===== src/rtl/msk_key_share_loader.sv =====
// Shared-key loader: gathers masked AES key columns into a 256*d-bit register
// and hands the complete sharing to the masked datapath, then zeroizes it.
module msk_key_share_loader #(
   parameter int d = 2
) (
   input  logic              clk,
   input  logic              rst_n,
   input  logic              abort,
   input  logic              in_valid,
   output logic              in_ready,
   input  logic [1:0]        in_mode,
   input  logic [32*d-1:0]   in_sh_col,
   output logic              out_valid,
   input  logic              out_ready,
   output logic [1:0]        out_mode,
   output logic [256*d-1:0]  out_sh_key,
   output logic              busy
);

   localparam int CW = 32 * d;

   typedef enum logic {
      LOAD = 1'b0,
      FULL = 1'b1
   } state_t;

   state_t         state_q, state_d;
   logic [2:0]     cnt_q, cnt_d;
   logic [1:0]     mode_q, mode_d;
   logic [CW-1:0]  col_q [8];
   logic           col_we;
   logic           clr;
   logic [1:0]     mode_eff;
   logic [2:0]     last_idx;

   // Mode that governs this beat: fresh on the first beat, latched after.
   always_comb begin
      mode_eff = (cnt_q == 3'd0) ? in_mode : mode_q;
   end

   // Index of the final beat for the governing key size.
   always_comb begin
      last_idx = 3'd7;
      unique case (1'b1)
         (mode_eff == 2'b00): last_idx = 3'd3;
         (mode_eff == 2'b01): last_idx = 3'd5;
         default:             last_idx = 3'd7;
      endcase
   end

   // Next-state and handshake logic.
   always_comb begin
      state_d   = state_q;
      cnt_d     = cnt_q;
      mode_d    = mode_q;
      col_we    = 1'b0;
      clr       = 1'b0;
      in_ready  = 1'b0;
      out_valid = 1'b0;
      unique case (state_q)
         LOAD: begin
            in_ready = 1'b1;
            if (in_valid) begin
               col_we = 1'b1;
               if (cnt_q == 3'd0) mode_d = in_mode;
               if (cnt_q == last_idx) begin
                  state_d = FULL;
                  cnt_d   = 3'd0;
               end else begin
                  cnt_d = cnt_q + 3'd1;
               end
            end
         end
         FULL: begin
            out_valid = 1'b1;
            if (out_ready) begin
               state_d = LOAD;
               clr     = 1'b1;
               mode_d  = 2'b00;
            end
         end
         default: state_d = LOAD;
      endcase
   end

   // Control state; abort behaves as a synchronous reset.
   always_ff @(posedge clk or negedge rst_n) begin
      if (!rst_n) begin
         state_q <= LOAD;
         cnt_q   <= 3'd0;
         mode_q  <= 2'b00;
      end else if (abort) begin
         state_q <= LOAD;
         cnt_q   <= 3'd0;
         mode_q  <= 2'b00;
      end else begin
         state_q <= state_d;
         cnt_q   <= cnt_d;
         mode_q  <= mode_d;
      end
   end

   // Column store: share-wise copy in, all-zero sharing on clear.
   always_ff @(posedge clk or negedge rst_n) begin
      if (!rst_n) begin
         for (int i = 0; i < 8; i++) col_q[i] <= '0;
      end else if (abort || clr) begin
         for (int i = 0; i < 8; i++) col_q[i] <= '0;
      end else if (col_we) begin
         for (int i = 0; i < 8; i++) begin
            if (cnt_q == 3'(i)) col_q[i] <= in_sh_col;
         end
      end
   end

   for (genvar k = 0; k < 8; k++) begin : g_out
      assign out_sh_key[CW*k +: CW] = col_q[k];
   end

   assign busy     = (state_q == LOAD) && (cnt_q != 3'd0);
   assign out_mode = (mode_q == 2'b11) ? 2'b10 : mode_q;

endmodule


===== config.mk =====
export PLATFORM = sky130hd
export DESIGN_NAME = msk_key_share_loader
export DESIGN_NICKNAME = d
export VERILOG_FILES = /design/src/rtl/msk_key_share_loader.sv
export SDC_FILE = /design/constraint.sdc
export NUM_CORES = 1
export LEC_CHECK = 0
export ABC_CLOCK_PERIOD_IN_PS = 2600
export BUFFER_PORTS_ARGS = -buffer_cell sky130_fd_sc_hd__buf_2
export CAP_MARGIN = 10
export CORE_MARGIN = 2
export CORE_UTILIZATION = 25
export DETAILED_ROUTE_END_ITERATION = 12
export MAX_ROUTING_LAYER = met4
export PLACE_DENSITY = 0.47
export RECOVER_POWER = 100
export SYNTH_ARGS = -nofsm -noshare
export SYNTH_HDL_FRONTEND = slang
export SYNTH_SLANG_ARGS = --single-unit

===== constraint.sdc =====
create_clock -name clk -period 2.6 [get_ports clk]
set_clock_uncertainty 0.2 [all_clocks]
set_input_delay 0.13 -clock clk [delete_from_list [all_inputs] [get_ports clk]]
set_output_delay 0.13 -clock clk [all_outputs]
set_load 0.005 [all_outputs]

### Word-level counts from Yosys, hierarchy flattened

Index checks and enable logic that the tools add are counted.

| storage, ports and cells | value |
|---|---|
| output and inout bits | 517 |
| bits of input ports | 71 |
| bits in registers | 518 |

| cells by class | value |
|---|---|
| multiplexer cells | 32 |
| bitwise gates (word level) | 1 |
| reduce and logical (&&, ||, !) cells | 25 |
| $add $sub $neg | 1 |
| eq/ne operators | 13 |

Operators with widths:

| cell | number |
|---|---|
| two-way mux 512 bit | 2 |
| two-way mux 64 bit | 8 |
| AND reduction 2 bit | 10 |
| nonzero test 2 bit | 10 |
| equality test 3 bit, second input constant | 4 |
| two-way mux 3 bit | 4 |
| two-way mux 1 bit | 10 |
| two-way mux 2 bit | 5 |
| equality test 3 x 2 -> 1 bit, second input constant | 2 |
| inequality test 3 bit, second input constant | 2 |
| one-hot mux 3 bit (2 select lines) | 1 |
| one-hot mux 2 bit (2 select lines) | 1 |
| adder 3 x 1 -> 3 bit, second input constant | 1 |
| equality test 3 x 1 -> 1 bit, second input constant | 1 |
| equality test 3 bit | 1 |
| logical NOT 3 bit | 1 |
| nonzero test 3 bit | 1 |
| equality test 2 x 1 -> 1 bit, second input constant | 1 |
| equality test 2 bit, second input constant | 1 |
| logical NOT 2 bit | 1 |
| inequality test 2 bit, second input constant | 1 |
| one-hot mux 1 bit (2 select lines) | 1 |
| logical AND 1 bit | 1 |
| logical OR 1 bit | 1 |
| NOT 1 bit | 1 |

### Longest topological paths before layout

| logic depth | value |
|---|---|
| word-level depth | 9 |
| depth in mapped cells | 7 |

### Worst setup path before layout

No wires, ideal clock.

| timing path | value |
|---|---|
| path type | register -> register |
| from | register cnt_q[0] |
| to | register cnt_q[1] |
| data arrival time | 1.581 ns |
| cell stages (with the launch flop) | 7 |
| path slack | 0.698 ns |
| path buffers | 0 |
| cell sequence | dfrtp_1 > inv_1 > ha_1 > nor3_1 > a21oi_1 > o32a_1 > a32o_1 |

| between the ends | value |
|---|---|
| longest elaborated chain between the ends | 9 |

Ends and longest elaborated chain:

| what | line | RTL |
|---|---|---|
| from (decl) | 28 | `logic [2:0] cnt_q, cnt_d;` |
| from (signal assigned) | 98 | `cnt_q <= cnt_d;` |
| logical NOT 3 bit | 38 | `mode_eff = (cnt_q == 3'd0) ? in_mode : mode_q;` |
| two-way mux 2 bit | - |  |
| equality test 2 x 1 -> 1 bit / logical NOT 2 bit (equally long branches) | 46, 45 |  |
| one-hot mux 3 bit (2 select lines) | 44 | `unique case (1'b1)` |
| equality test 3 bit | 66 | `if (cnt_q == last_idx) begin` |
| two-way mux 3 bit (*) | 66 |  |
| two-way mux 3 bit (*) | 63 | `if (in_valid) begin` |
| two-way mux 3 bit (*) | 60 | `unique case (state_q)` |
| two-way mux 3 bit (*) | 92 | `end else if (abort) begin` |

Every way passes the cells marked *; elsewhere a longest branch is shown, timed or not. The select of a mux whose other input is x is not followed.
A chain may end at the register's enable or synchronous reset.

### Worst setup path in the final report

| timing path | value |
|---|---|
| from | register cnt_q[1] |
| to | register state_q |

| between the ends | value |
|---|---|
| longest elaborated chain between the ends | 9 |

Ends and longest elaborated chain:

| what | line | RTL |
|---|---|---|
| logical NOT 3 bit | 38 |  |
| two-way mux 2 bit | - |  |
| equality test 2 x 1 -> 1 bit / logical NOT 2 bit (equally long branches) | 46, 45 |  |
| one-hot mux 3 bit (2 select lines) | 44 |  |
| equality test 3 bit (*) | 66 |  |
| two-way mux 1 bit (*) | 66 |  |
| two-way mux 1 bit (*) | 63 |  |
| one-hot mux 1 bit (2 select lines) (*) | 60 |  |
| two-way mux 1 bit (*) | 92 |  |
| to (signal assigned) | 97 | `state_q <= state_d;` |
| to (decl) | 27 | `state_t state_q, state_d;` |

Every way passes the cells marked *; elsewhere a longest branch is shown, timed or not.

==> impl_results.md <==
- Count of input and output buffers: a little under 600
- Setup TNS: 0 ns
- Chip Height: 295.7 microns
- Skew-Pair Late Insertion Delay: 0.61 ns
- Area of the mapped netlist: 21270 sq um
- Leakage power: ~12 nW
- Largest cells by area after synthesis: dfrtp_1, nand2_1, a21oi_1, buf_2, buf_6
- Post-Synth Adder-Cell Area: 0.003529
- Root buffer cell: clkbuf_16
- Cell taking the most area after synthesis: dfrtp_1
- Compound-cell area share of the yosys netlist: 0.1234
- Largest net degree at the start of global routing: 89
- Share of layout cells above drive strength 1: 0.1239
- Detailed placer's ending HPWL: around 56000 microns
- DRC viols: 0
- Largest family of logic cells by synthesized area: simple AND/OR/NAND/NOR gates
- DR WL/cell: approximately 21 microns
- Final worst path period need: 2.453 ns
- Vias in the first global route: 17.81k
- First DRT Iteration DRCs: 1431
- YS warnings: 0
- Worst Path Arrival: 2.80 ns
- Initial Utilization: 0.2534
- Final hold viol count: 0
- Hold WS: 0.1675 ns
- Worst Reg2Reg Path Length in Cells: 7
- Synth Instances: 2339
- R2r endpoint: state_q$_DFF_PN0_
- Max Cap Viol: 1
- Antenna Nets Post-Route: 0
- Die ar.: 87430 sq um
- Area delta synth->final: 27.65%
- Fmax: just over 400 MHz
- Slew Limit Headroom: -0.5251
- Kind of start point of the critical path: flip-flop
- Fillers: 9024
- RSZ-0062 raised after global routing: false
- Crit-path max FO: 6
- Setup Viol. Count Final: 0
- Avg Vias per Cell: 4.545
- Top cell type's share of synthesized area: 0.6094
- Most common cell in the synthesized netlist: nand2_1
- Num CTS Buffers: 59
- Average size of a mapped cell: 9.094 sq um
- Final WL: roughly 86000 microns
- Worst-margin pin slew: approximately 2.3 ns
- Synth Area in XOR/XNOR: 0.0004118
- Worst Hold Depth: 3
- Min-Delay Endpoint: cnt_q[0]$_DFFE_PN0P_
- Grt total ovfl: 0
- Synth Register Bits: 518
- Post-synthesis simple-gate area fraction: 0.1935
- R2r setup slk: 0.15 ns
- Hold path start: abort
- Worst r2r src: cnt_q[1]$_DFFE_PN0P_
- Clk slew on worst S/H paths: 0.06 ns
- Status: complete, but fails checks
- First-pass iteration count of the detailed router: 5
- Clk buf depth: 3
- Commonest cells in the netlist: nand2_1, dfrtp_1, a21oi_1
- Top_reg_cell synth: dfrtp_1
- Mux share of post-synthesis cell area: 0.001412
- Die Span X: 295.7 microns
- Top-level port count: about 590
- Hold Crit Class: in -> reg
- Ant diodes: 0
- Vias: 18.58k
- Core ar.: 83950 sq um
- Final Cycle Share: 0.9435
- Async S/R FF share, synth: 1.000
- CTS tree: yes
- Violated checks: max-capacitance violations, max-slew violations
- Post-CTS setup buffers: 0
- Slew Viols, Final: 13
- Worst VDD drop: 379.2 uV
- Register area: between 10000 and 15000 sq um
- Syn Nets: 2416
- Req. time, crit path: 2.95 ns
- Nets: between 2k and 3k
- First-pass GRT wire length: roughly 120000 microns
- Total GRT Usage: 0.1945
- H-Tree Depth: 2
- Placer Congestion: 0.7964
- PwrDens: 665.1 nW/um^2
- Worst setup path class: reg -> reg
- # rows: 106
- Initial antenna violation count: 0
- Critical Path Sink Type: flip-flop
- Clock Sink Count: ~520
- Seq/Total Area, Yosys: 0.6094
- Unique masters post-synth: 32
- Number of synthesized flops with an enable pin: 0
- Area of the multi-input gates: approximately 6900 sq um
-- layout make-up --
cell class | count | area share
sequential | 518 | 0.4774
multi-input combinational | 1589 | 0.2539
timing repair buffer | 734 | 0.1471
clock buffer | 95 | 0.06571
tap | 1134 | 0.05226
clock inverter | 13 | 0.003041
inverter | 4 | 0.0005530
-- through the flow --
| step | power [mW] | std cells | cell area [sq um] | worst slack (ns) | utilization |
|---|---|---|---|---|---|
| 3_3_place_gp | 9.998 | 3905 | 25200 | 0.4720 | 0.3001 |
| 2_1_floorplan | 9.174 | 2339 | 21270 | 0.6978 | - |
| 4_1_cts | 18.36 | 4087 | 27820 | 0.1040 | 0.3314 |
| 5_1_grt | 18.71 | 4087 | 27150 | 0.0005680 | 0.3234 |
| 3_5_place_dp | 10.00 | 3905 | 25200 | 0.4233 | 0.3001 |
| 6_report | 18.06 | 4087 | 27150 | 0.1468 | 0.3234 |
-- repair_timing --
item                       4_1_cts  5_1_grt
hold endpoints to repair       941        0
hold buffers                    74        0
setup endpoints to repair        0        2
gates resized for setup          0        1
-- how the worst max path moves through the flow --
stage | cells after the start | end | slack (ns) | from
6_report | 7 | state_q$_DFF_PN0_ | 0.15 | cnt_q[1]$_DFFE_PN0P_
5_1_grt | 7 | state_q$_DFF_PN0_ | 0.0006 | cnt_q[1]$_DFFE_PN0P_
4_1_cts | 7 | state_q$_DFF_PN0_ | 0.10 | cnt_q[0]$_DFFE_PN0P_
3_5_place_dp | 7 | out_sh_key[35]$_DFFE_PN0P_ | 0.42 | cnt_q[1]$_DFFE_PN0P_
3_3_place_gp | 6 | out_sh_key[474]$_DFFE_PN0P_ | 0.47 | cnt_q[0]$_DFFE_PN0P_
2_1_floorplan | 6 | cnt_q[1]$_DFFE_PN0P_ | 0.70 | cnt_q[0]$_DFFE_PN0P_
-- power by group --
| group | total [mW] | internal (mW) | switching, mW | leakage, nW |
|---|---|---|---|---|
| Clock | 8.19 | 4.67 | 3.52 | 0.919 |
| Combinational | 1.53 | 0.437 | 1.10 | 3.52 |
| Sequential | 8.33 | 8.23 | 0.104 | 7.19 |
-- critical path, stage by stage, from the launching register on --
cell and delay, ns:
dfrtp_1 0.41, inv_1 0.11, ha_1 0.30, nor3_1 0.21, a21oi_1 0.06, o32a_1 0.39, o22ai_1 0.14, dlygate4sd3_1 0.56
-- logic make-up (layout without fill, tap and decap cells) --
group | Yosys count | in the layout
xor+xnor | 1 | 1
flops | 518 | 518
fa+ha+maj | 6 | 6
buf+inv | 232 | 846
simple gates | 1058 | 1058
compound gates | 521 | 521
mux | 3 | 3
-- registers in the layout, indices dropped and copies added (netlist names) --
name and flops:
cnt_q 3, out_sh_key 512, state_q 1, mode_q 2
-- layout by cell type (no fill, tap or decap), drive strengths merged, types with 2 or more instances in the layout --
| master | count |
|---|---|
| nor2b | 3 |
| mux2i | 3 |
| dfrtp | 518 |
| and3 | 5 |
| buf | 239 |
| nand3 | 7 |
| nand2 | 1030 |
| nand2b | 3 |
| nor2 | 7 |
| a21oi | 514 |
| clkinv | 9 |
| o21ai | 2 |
| ha | 6 |
| dlygate4sd3 | 73 |
| and2 | 2 |
| clkbuf | 517 |
| inv | 7 |
-- metal layers --
metal	wire length, microns	vias up	global-route usage
li1	-	8606	-
met1	36860	9222	0.2518
met2	41070	614	0.3070
met3	5378	135	0.03695
met4	2633	0	0.06252
met5	0	-	-
No activity file was read; power rests on OpenSTA's default activity.
